--- src/rtl/uart_rx.sv ---
`default_nettype none
// ============================================================================
// Module      : uart_rx
// Description : 8N1 UART receiver. Two-flop synchroniser on rxd, start bit
//               validated at mid-bit, data bits sampled at their centres
//               (LSB first), stop bit checked for framing. Each completed
//               frame produces a one-cycle rx_valid or rx_frame_err pulse.
// Revision    : 1.0 - initial release
// ============================================================================
module uart_rx #(
    parameter int CLKS_PER_BIT = 1085
) (
    input  logic       clk,
    input  logic       rst,
    input  logic       rxd,
    output logic [7:0] rx_data,
    output logic       rx_valid,
    output logic       rx_frame_err,
    output logic       rx_busy
);

    // Counter must hold CLKS_PER_BIT-1; a legal CLKS_PER_BIT is at least 4.
    localparam int                 c_CNT_W   = $clog2(CLKS_PER_BIT);
    localparam logic [c_CNT_W-1:0] c_HALF_M1 = c_CNT_W'(CLKS_PER_BIT / 2 - 1);
    localparam logic [c_CNT_W-1:0] c_BIT_M1  = c_CNT_W'(CLKS_PER_BIT - 1);
    localparam logic [c_CNT_W-1:0] c_CNT_ONE = c_CNT_W'(1);

    localparam logic [2:0] c_ST_WAIT_HIGH = 3'd0;
    localparam logic [2:0] c_ST_IDLE      = 3'd1;
    localparam logic [2:0] c_ST_START     = 3'd2;
    localparam logic [2:0] c_ST_DATA      = 3'd3;
    localparam logic [2:0] c_ST_STOP      = 3'd4;

    logic               r_rxd_meta;
    logic               r_rxd_s;
    logic [2:0]         r_state;
    logic [c_CNT_W-1:0] r_cnt;
    logic [2:0]         r_bit_idx;
    logic [7:0]         r_shift;
    logic [7:0]         r_data;
    logic               r_valid;
    logic               r_frame_err;

    logic [2:0]         w_state_nxt;
    logic [c_CNT_W-1:0] w_cnt_nxt;
    logic [2:0]         w_bit_idx_nxt;
    logic [7:0]         w_shift_nxt;
    logic [7:0]         w_data_nxt;
    logic               w_valid_nxt;
    logic               w_frame_err_nxt;

    // Two-flop synchroniser; reset low so a line held low through reset
    // keeps the receiver parked in WAIT_HIGH until it is genuinely high.
    always_ff @(posedge clk) begin
        if (rst) begin
            r_rxd_meta <= 1'b0;
            r_rxd_s    <= 1'b0;
        end else begin
            r_rxd_meta <= rxd;
            r_rxd_s    <= r_rxd_meta;
        end
    end

    // State, counters, shift register and registered output strobes.
    always_ff @(posedge clk) begin
        if (rst) begin
            r_state     <= c_ST_WAIT_HIGH;
            r_cnt       <= '0;
            r_bit_idx   <= 3'd0;
            r_shift     <= 8'h00;
            r_data      <= 8'h00;
            r_valid     <= 1'b0;
            r_frame_err <= 1'b0;
        end else begin
            r_state     <= w_state_nxt;
            r_cnt       <= w_cnt_nxt;
            r_bit_idx   <= w_bit_idx_nxt;
            r_shift     <= w_shift_nxt;
            r_data      <= w_data_nxt;
            r_valid     <= w_valid_nxt;
            r_frame_err <= w_frame_err_nxt;
        end
    end

    // Next-state logic: mid-bit start check, centre sampling of data/stop.
    always_comb begin
        w_state_nxt     = r_state;
        w_cnt_nxt       = r_cnt;
        w_bit_idx_nxt   = r_bit_idx;
        w_shift_nxt     = r_shift;
        w_data_nxt      = r_data;
        w_valid_nxt     = 1'b0;
        w_frame_err_nxt = 1'b0;

        case (r_state)
            c_ST_WAIT_HIGH: begin
                w_cnt_nxt     = '0;
                w_bit_idx_nxt = 3'd0;
                if (r_rxd_s) begin
                    w_state_nxt = c_ST_IDLE;
                end
            end

            c_ST_IDLE: begin
                w_cnt_nxt     = '0;
                w_bit_idx_nxt = 3'd0;
                if (!r_rxd_s) begin
                    w_state_nxt = c_ST_START;
                end
            end

            c_ST_START: begin
                if (r_cnt == c_HALF_M1) begin
                    w_cnt_nxt     = '0;
                    w_bit_idx_nxt = 3'd0;
                    // A line back high at mid-start-bit was only a glitch.
                    w_state_nxt   = r_rxd_s ? c_ST_IDLE : c_ST_DATA;
                end else begin
                    w_cnt_nxt = r_cnt + c_CNT_ONE;
                end
            end

            c_ST_DATA: begin
                if (r_cnt == c_BIT_M1) begin
                    w_cnt_nxt              = '0;
                    w_shift_nxt[r_bit_idx] = r_rxd_s;
                    if (r_bit_idx == 3'd7) begin
                        w_bit_idx_nxt = 3'd0;
                        w_state_nxt   = c_ST_STOP;
                    end else begin
                        w_bit_idx_nxt = r_bit_idx + 3'd1;
                    end
                end else begin
                    w_cnt_nxt = r_cnt + c_CNT_ONE;
                end
            end

            c_ST_STOP: begin
                if (r_cnt == c_BIT_M1) begin
                    w_cnt_nxt  = '0;
                    w_data_nxt = r_shift;
                    if (r_rxd_s) begin
                        // Re-arm at stop-bit centre so a back-to-back start
                        // edge half a bit later is still caught.
                        w_valid_nxt = 1'b1;
                        w_state_nxt = c_ST_IDLE;
                    end else begin
                        w_frame_err_nxt = 1'b1;
                        w_state_nxt     = c_ST_WAIT_HIGH;
                    end
                end else begin
                    w_cnt_nxt = r_cnt + c_CNT_ONE;
                end
            end

            default: begin
                w_state_nxt   = c_ST_WAIT_HIGH;
                w_cnt_nxt     = '0;
                w_bit_idx_nxt = 3'd0;
            end
        endcase
    end

    assign rx_data      = r_data;
    assign rx_valid     = r_valid;
    assign rx_frame_err = r_frame_err;
    assign rx_busy      = (r_state == c_ST_START) || (r_state == c_ST_DATA) ||
                          (r_state == c_ST_STOP);

endmodule
`default_nettype wire

--- config.mk ---
export PLATFORM = sky130hd
export DESIGN_NAME = uart_rx
export DESIGN_NICKNAME = d
export VERILOG_FILES = /design/src/rtl/uart_rx.sv
export SDC_FILE = /design/constraint.sdc
export NUM_CORES = 1
export LEC_CHECK = 0
export CORE_ASPECT_RATIO = 0.9
export CORE_UTILIZATION = 45
export DETAILED_ROUTE_END_ITERATION = 10
export DONT_BUFFER_PORTS = 1
export PLACE_DENSITY = 0.67
export SYNTH_ARGS = -nofsm -noshare
export SYNTH_HDL_FRONTEND = slang
export SYNTH_SLANG_ARGS = --single-unit
--- constraint.sdc ---
create_clock -name clk -period 2.7 [get_ports clk]
set_input_delay 0.54 -clock clk [delete_from_list [all_inputs] [get_ports clk]]
set_output_delay 0.54 -clock clk [all_outputs]
set_load 0.05 [all_outputs]
* Word-level counts from Yosys, hierarchy flattened
Index checks and enable logic that the tools add are counted.
Word-level totals: bits in latches 0, memories kept 0, register bits after elaboration 37, word-level logic and storage cells 59, memory bits (read-only) 0, output and inout port bits 11, RAM bits 0
Cells by class: shift-type cells 0, equality and inequality tests 13, div/mod/pow operators 0, muxes and demuxes 21, multiply operators 0, reduce and logical (&&, ||, !) cells 10, bitwise gates (word level) 2, order comparisons 2, add/sub/neg operators 2
Operators by type and width (count):
- 2-to-1 mux 3 bit | 9
- 2-to-1 mux 11 bit | 2
- one-hot mux 11 bit (2 select lines) | 1
- one-hot mux 3 bit (5 select lines) | 1
- inequality test 2 bit (second input constant) | 6
- adder 11 x 1 -> 11 bit (second input constant) | 1
- equality test 11 x 10 -> 1 bit (second input constant) | 1
- equality test 11 bit (second input constant) | 1
- one-hot mux 3 bit (3 select lines) | 1
- bitwise mux 8 bit | 1
- equality test 3 x 2 -> 1 bit (second input constant) | 2
- equality test 3 bit (second input constant) | 2
- AND reduction 6 bit | 1
- < comparator 3 x 4 -> 1 bit (second input constant) | 1
- 2-to-1 mux 1 bit | 4
- AND reduction 2 bit | 2
- adder 3 x 1 -> 3 bit (second input constant) | 1
- demux 1 bit (select 3 bit) | 1
- equality test 3 x 1 -> 1 bit (second input constant) | 1
- >= comparator 3 x 1 -> 1 bit (second input constant) | 1
- logical NOT 3 bit | 1
- AND reduction 3 bit | 1
- OR reduction 3 bit | 1
- logical OR 1 bit | 2
- other kinds (4) | 5

* Depth between registers and ports, before layout
Gate-level depths: netlist of the first run.
depth after elaboration 5, gate-level depth with buffers 8, gate-level depth less buffers 7

* Worst setup path after synthesis of the first run
Ideal clock, no wire load.
path type reg2reg, start register r_cnt[6], end register r_state[1], cell stages (with the launch flop) 6, setup slack 0.688 ns, path buffers 0, clock period less this slack 2.012 ns, data required time 2.568 ns, setup time 0.132 ns, arrival time 1.880 ns, path through dfxtp_1 or3_4 or4b_4 a22o_1 o31ai_1 a21oi_1
Between the ends: longest elaborated chain between the ends 3, elaborated cells between the ends (all ways) 6
Ends and longest elaborated chain:
- from (decl) | RTL line 37 | logic [c_CNT_W-1:0] r_cnt;
- from (signal assigned) | RTL line 76 | r_cnt <= w_cnt_nxt;
- equality test 11 bit or equality test 11 x 10 -> 1 bit (tied branches) | RTL line 124, 139, 113
- inequality test 2 bit (no line)
- AND reduction 6 bit (no line) *
- to (signal assigned) | RTL line 67 | r_state <= c_ST_WAIT_HIGH;
- to (signal assigned) | RTL line 75 | r_state <= w_state_nxt;
- to (decl) | RTL line 36 | logic [2:0] r_state;
Every way passes the cells marked *; elsewhere a longest branch is shown, timed or not. A chain may end at the register's enable or synchronous reset.

* Worst setup path in the final report of the first run
start register r_cnt[6], end register r_cnt[5]
Between the ends: longest elaborated chain between the ends 3, elaborated cells between the ends (all ways) 5
Ends and longest elaborated chain:
- equality test 11 bit or equality test 11 x 10 -> 1 bit (tied branches) | RTL line 124, 139, 113
- 2-to-1 mux 11 bit, on equally long branches | RTL line 124, 139, 113
- one-hot mux 11 bit (2 select lines) * | RTL line 95 | case (r_state)
Marked as above.

==> flow_metrics.py, run 1 <==
metrics = {
    "global_routing": {
        "globalRouteOverflowTotal": 0,
        "first_global_vias": 1257,
        "grt_max_degree": 30,
        "grt_util_met2_pct": 31.9,
        "antenna_found_initial": 0,
        "grt_usage_pct": 19.2,
        "grt_pass1_wl_um": 5750,
        "grt_use_met3_pct": 5.83,
        "grt_use_met1_pct": 23.1,
        "busiest_layer": "met2",
    },
    "clock_network": {
        "cts_tree": "done",
        "cts_root_buf": "clkbuf_8",
        "cts_resized": 0,
        "worstSkewPairLatency_ns": 0.29,
        "cts_max_level": 2,
        "cts_sinks": 37,
        "clkTransAtPathRegs_ns": 0.07,
        "hold_buffers": 0,
        "post-cts-setup-buffers": 0,
        "clock_path_buffers": 2,
        "numCtsBuffers": 5,
    },
    "worst_setup_path": {
        "slowest_stage": "or4b_4",
        "cp-start-kind": "flop",
        "r2r_end": "r_cnt[5]",
        "critPathTopFamily": "simple AND/OR/NAND/NOR gates",
        "setup.worst_path.class": "reg2reg",
        "path_buf_inv": 0,
        "cp.arrival_ns": 2.39,
        "ff2ff_setup_slack_ns": 0.46,
        "endpoint_kind": "flop",
        "cp.required_ns": 2.86,
        "ff2ff_path_depth": 5,
        "max_stage_delay_ns": 0.57,
        "crit_fanout": 11,
        "r2r_start": "r_cnt[6]",
        "cp_cell_sequence": "or3_4 > or4b_4 > a21o_1 > o221ai_2 > nor2_1",
        "crit_path_start": "r_cnt[6]",
    },
    "placement": {
        "hpwl_um": 2270,
        "post_dp_cell_area_mm2": 0.00173,
        "gp_congestion": 0.814,
        "pre_cts_slack_ns": 0.453,
        "portBuffers": 0,
    },
    "cells_and_area": {
        "fillers": 330,
        "final_cell_mix": "37 x dfxtp_1, 29 x nor2_1, 22 x nand2_1",
        "multiInputGateArea_um2": 916,
        "layout_commonest_cell": "dfxtp_1",
        "design_area_mm2": 0.00185,
        "nNetsFinal": 202,
        "final-seq-area_um2": 741,
        "layout-drive-gt1-share_pct": 7.69,
        "area_growth_pct": 8.03,
        "fin_util_pct": 52.8,
        "n_antenna_cell": 0,
    },
    "logic_synthesis": {
        "syn_area_per_cell_um2": 8.78,
        "synth_edf_count": 0,
        "ys_types": 39,
        "synth_nets": 203,
        "ys_ff_latch": 37,
        "synth_warnings": 0,
        "synthArstFlopShare_pct": 0,
        "yosysSeqAreaShare_pct": 43.2,
        "syn_area_mm2": 0.00171,
        "synth_ff_type": "dfxtp_1",
        "syn_inst": 195,
    },
    "drt": {
        "first_pass_iters": 4,
        "drcViolationCount": 0,
        "routed_via_density": 5.47,
        "wl_um": 3310,
        "ant_nets": 0,
        "via_count": 1308,
        "drt_iter0_markers": 55,
        "detail_route.wl_per_cell_um": 13.8,
    },
    "power_and_ir_drop": {
        "p_per_area_mw_per_mm2": 694,
        "vdd_drop_max_mv": 0.394,
        "leakagePower_nw": 0.660,
    },
    "hold_path": {
        "hold_end": "r_state[2]",
        "worstHoldStart": "rst",
        "hold_path.class": "in2reg",
        "hold_path_depth": 1,
    },
    "outcome": {
        "status": "finished, final reports clean",
    },
    "timing": {
        "fin_crit_sh_pct": 82.8,
        "fin_hold_ws_ns": 0.312,
        "fin_ws_ns": 0.464,
        "tightest_slew_ns": 0.517,
        "setup_viol": 0,
        "maxSlewHeadroom_pct": 65.5,
        "rsz0062_at_grt": "false",
        "fmaxAchievable_ghz": 0.447,
        "finClkSkew_ns": 0.00689,
        "min_period_ns": 2.24,
        "fin_setup_tns_ns": 0,
        "slew_viol_final": 0,
        "finalHoldViolations": 0,
    },
    "floorplanning": {
        "die_w_um": 67.0,
        "io_pins": 14,
        "num_rows": 20,
        "dieArea_mm2": 0.00406,
        "die_y_um": 60.5,
        "start_util_pct": 48.9,
        "core_area_mm2": 0.00350,
    },
    "flow_run": {
        "maxCapViolations": 0,
    },
}
-- stage by stage --
| step | power, W | cells |
|---|---|---|
| 6_report | 0.00128 | 239 |
| 5_1_grt | 0.00135 | 239 |
| 4_1_cts | 0.00129 | 239 |
| 3_5_place_dp | 0.000808 | 231 |
| 3_3_place_gp | 0.000797 | 231 |
| 2_1_floorplan | 0.000788 | 195 |
-- worst reg2reg max path, cell delays in order, from the launching register on --
cell	delay, ns
dfxtp_1	0.35
or3_4	0.44
or4b_4	0.57
a21o_1	0.21
o221ai_2	0.43
nor2_1	0.11
-- power breakdown --
| group | internal (W) | total (W) | switching [W] |
|---|---|---|---|
| clock network | 0.000301 | 0.000488 | 0.000188 |
| logic | 0.0000810 | 0.000190 | 0.000109 |
| registers | 0.000563 | 0.000606 | 0.0000435 |
| total | 0.000945 | 0.00128 | 0.000340 |
-- worst max path at each step --
stage,end,slack [ns],depth (start not counted)
after floorplan,r_state[1],0.69,5
after global routing,r_cnt[5],0.34,5
after CTS,r_cnt[5],0.45,5
after global placement,r_cnt[7],0.53,5
after detailed placement,r_cnt[5],0.45,5
final,r_cnt[5],0.46,5
-- cell usage after synthesis (all sizes together) (6+ instances only) --
master,instances,area [um2]
mux2i,9,90.1
clkbuf,7,26.3
nor3,6,35.0
nand2,22,82.6
a21oi,12,60.1
nor2,30,115
dfxtp,37,741
nand4,6,37.5
nand3,7,35.0
inv,6,22.5
-- registers in the layout, indices dropped and copies added (netlist names) --
signal / flops
r_shift: 8
r_state: 3
rx_frame_err: 1
r_bit_idx: 3
r_cnt: 11
r_rxd_s: 1
r_rxd_meta: 1
rx_valid: 1
rx_data: 8
-- metal layers --
layer / wire length, um / vias up / share of wire, %
met5: 0 / - / 0
met4: 47 / 0 / 1.4
met3: 134 / 7 / 4.0
met2: 1550 / 17 / 47
met1: 1580 / 614 / 48
li1: - / 670 / -
-- cell type report --
class                   count  share of cell area (%)
multi-input cells         144                    49.5
flip-flops and latches     37                    40.0
clock buffers               7                    4.67
well taps                  44                    2.97
clock inverters             1                    1.62
inverters                   6                    1.22
-- kinds of logic after synthesis --
| logic type | synth area share (%) |
|---|---|
| muxes | 5.26 |
| DFF | 43.2 |
| AOI/OAI and AO/OA | 9.28 |
| adders and majority gates | 3.65 |
| and+or+nand+nor | 30.2 |
| xor gates and xnor gates | 5.11 |
| buffers and inverters | 3.29 |
No activity file was read; power rests on OpenSTA's default activity.
==> run 2, diff against run 1 <==
--- a/config.mk
+++ b/config.mk
@@ -9,7 +9,7 @@
 export CORE_UTILIZATION = 45
 export DETAILED_ROUTE_END_ITERATION = 10
 export DONT_BUFFER_PORTS = 1
-export PLACE_DENSITY = 0.67
+export PLACE_DENSITY = 0.69
 export SYNTH_ARGS = -nofsm -noshare
 export SYNTH_HDL_FRONTEND = slang
 export SYNTH_SLANG_ARGS = --single-unit
==> constraint.sdc (replaced) <==
create_clock -name clk -period 2 [get_ports clk]
set_input_delay 0.4 -clock clk [delete_from_list [all_inputs] [get_ports clk]]
set_output_delay 0.4 -clock clk [all_outputs]
set_load 0.05 [all_outputs]
==> run 2 against run 1 <==
Compared with the run above: sequential share of layout area fell by 1.1 points; sequential power rose by 34%; first-iteration DRC count rose by 1.8%; cell area rose by 3.2%; flip-flop and latch count did not move; non-clock buffer count rose by 11; clock power rose by 0.8%; final cell count rose by 4.2%; critical path depth rose by 1; critical path type unchanged; largest cell class unchanged.
==> flow_metrics.py, run 2 (synthesized netlist as in run 1, its figures left out) <==
metrics = {
    "hold_path": {
        "hold_path.class": "in2reg",
        "hold_path_depth": 1,
    },
    "timing": {
        "finalHoldViolations": 0,
        "min_period_ns": 1.98,
        "fin_crit_sh_pct": 99.2,
        "rsz0062_at_grt": "true",
        "fmaxAchievable_ghz": 0.504,
        "finClkSkew_ns": 0.00757,
        "maxSlewHeadroom_pct": 66.1,
        "setup_viol": 0,
        "tightest_slew_ns": 0.508,
        "slew_viol_final": 0,
    },
    "clock_network": {
        "worstSkewPairLatency_ns": 0.29,
        "numCtsBuffers": 5,
        "clkTransAtPathRegs_ns": 0.07,
        "cts_root_buf": "clkbuf_8",
        "cts_tree": "done",
        "clock_path_buffers": 2,
        "cts_max_level": 2,
        "cts_sinks": 37,
    },
    "drt": {
        "routed_via_density": 5.48,
        "detail_route.wl_per_cell_um": 13.9,
        "drcViolationCount": 0,
        "drt_iter0_markers": 56,
        "via_count": 1364,
        "ant_nets": 0,
        "first_pass_iters": 4,
        "wl_um": 3450,
    },
    "cells_and_area": {
        "largest_register_ffs": 11,
        "layout-drive-gt1-share_pct": 14.1,
        "final_cell_mix": "34 x dfxtp_1, 29 x nor2_1, 22 x nand2_1",
        "fin_util_pct": 54.5,
        "layout_commonest_cell": "dfxtp_1",
        "design_area_mm2": 0.00191,
        "n_antenna_cell": 0,
        "final_cells": 249,
        "nNetsFinal": 213,
        "regMostFlops": "r_cnt",
        "area_growth_pct": 11.5,
    },
    "floorplanning": {
        "die_w_um": 67.0,
        "dieArea_mm2": 0.00406,
        "io_pins": 14,
        "core_area_mm2": 0.00350,
        "start_util_pct": 48.9,
        "num_rows": 20,
        "die_y_um": 60.5,
    },
    "worst_setup_path": {
        "slowest_stage": "or4b_4",
        "cp-start-kind": "flop",
        "setup.worst_path.class": "reg2reg",
        "cp.required_ns": 2.18,
        "max_stage_delay_ns": 0.53,
        "cp_cell_sequence": "or3_4 > or4b_4 > a21o_1 > o221ai_2 > buf_6 > nor2_1",
        "cp_num_cells": 6,
        "ff2ff_path_depth": 6,
        "crit_fanout": 11,
        "path_buf_inv": 1,
        "endpoint_kind": "flop",
        "cp.arrival_ns": 2.16,
        "critPathTopFamily": "simple AND/OR/NAND/NOR gates",
    },
    "placement": {
        "gp_congestion": 0.804,
        "dpl.cell_count": 242,
        "post_dp_cell_area_mm2": 0.00182,
        "hpwl_um": 2470,
        "portBuffers": 0,
    },
    "global_routing": {
        "antenna_found_initial": 0,
        "globalRouteOverflowTotal": 0,
        "grt_usage_pct": 19.7,
        "grt_pass1_wl_um": 5820,
        "first_global_vias": 1247,
        "grt_max_degree": 30,
    },
    "power_and_ir_drop": {
        "p_switching_w": 0.000469,
        "p_comb_share_pct": 19.1,
        "seq_power_share_pct": 50.3,
        "intPower_w": 0.00114,
        "power_w": 0.00161,
        "power_switching_share_pct": 29.2,
        "clkPwrFrac_pct": 30.6,
        "leakagePower_nw": 0.701,
        "vdd_drop_max_mv": 0.450,
        "p_per_area_mw_per_mm2": 842,
    },
    "outcome": {
        "status": "finished, final reports clean",
    },
    "flow_run": {
        "maxCapViolations": 0,
    },
}
-- run 2: changes by cell type in the layout (fill, tap and decap cells not counted) --
cell and change:
o21ai_0 -1, or3_1 -1, buf_6 +1, or3_4 +1
o21ai_1 +1, dfxtp_1 -3, clkinv_4 +1, bufinv_16 -1
dfxtp_2 +3, clkbuf_8 -1, buf_4 +10
-- run 2: worst reg2reg max path, stage by stage, from the launching register on --
cell	delay, ns
dfxtp_2	0.32
or3_4	0.39
or4b_4	0.53
a21o_1	0.21
o221ai_2	0.18
buf_6	0.18
nor2_1	0.06
-- run 2: stage by stage --
stage | setup TNS (ns) | hold WS [ns] | setup slack, ns
3_5_place_dp | -0.200 | 0.440 | -0.0303
4_1_cts | -0.109 | 0.166 | -0.0203
6_report | 0 | 0.170 | 0.0157
3_3_place_gp | 0 | 0.429 | 0.0499
2_1_floorplan | 0 | 0.414 | 0.00543
5_1_grt | -0.795 | 0.163 | -0.0535
-- run 2: area by class of cell --
cell class	count	area (um2)
Clock buffer	6	72.6
Tap cell	44	55.1
Multi-Input combinational cell	144	921
Timing Repair Buffer	11	86.3
Sequential cell	37	744
Clock inverter	1	8.76
Inverter	6	22.5
Fill cell	341	1590
-- run 2: worst paths after layout --
path | startpoint | to | slack, ns
worst max-delay path | r_cnt[6] | r_cnt[4] | 0.02
worst min-delay path | rst | r_state[1] | 0.17
worst max register to register | r_cnt[6] | r_cnt[4] | 0.02
worst min register to register | r_rxd_meta | r_rxd_s | 0.45
-- run 2: metal layers --
metal	wire length (um)	GRT usage, %	part of all wire (%)	up-vias
li1	-	-	-	695
met1	1610	24.5	47	641
met2	1630	31.0	47	23
met3	151	6.95	4.4	5
met4	59	8.21	1.7	0
met5	0	0	0	-
-- run 2: repair_timing --
action / in CTS / in global routing
setup buffers: 0 / 0
hold buffers: 0 / 0
gates cloned: 0 / 0
gates resized for setup: 1 / 5
pin swaps: 4 / 5
setup endpoints to repair: 15 / 26
-- run 2: power by group through the flow --
stage	Clock, W	Combinational (W)	Sequential, W
after floorplan	0	0.000275	0.000789
after global placement	0	0.000284	0.000820
after detailed placement	0	0.000300	0.000824
after CTS	0.000505	0.000309	0.000807
after global routing	0.000533	0.000336	0.000816
final	0.000492	0.000307	0.000810
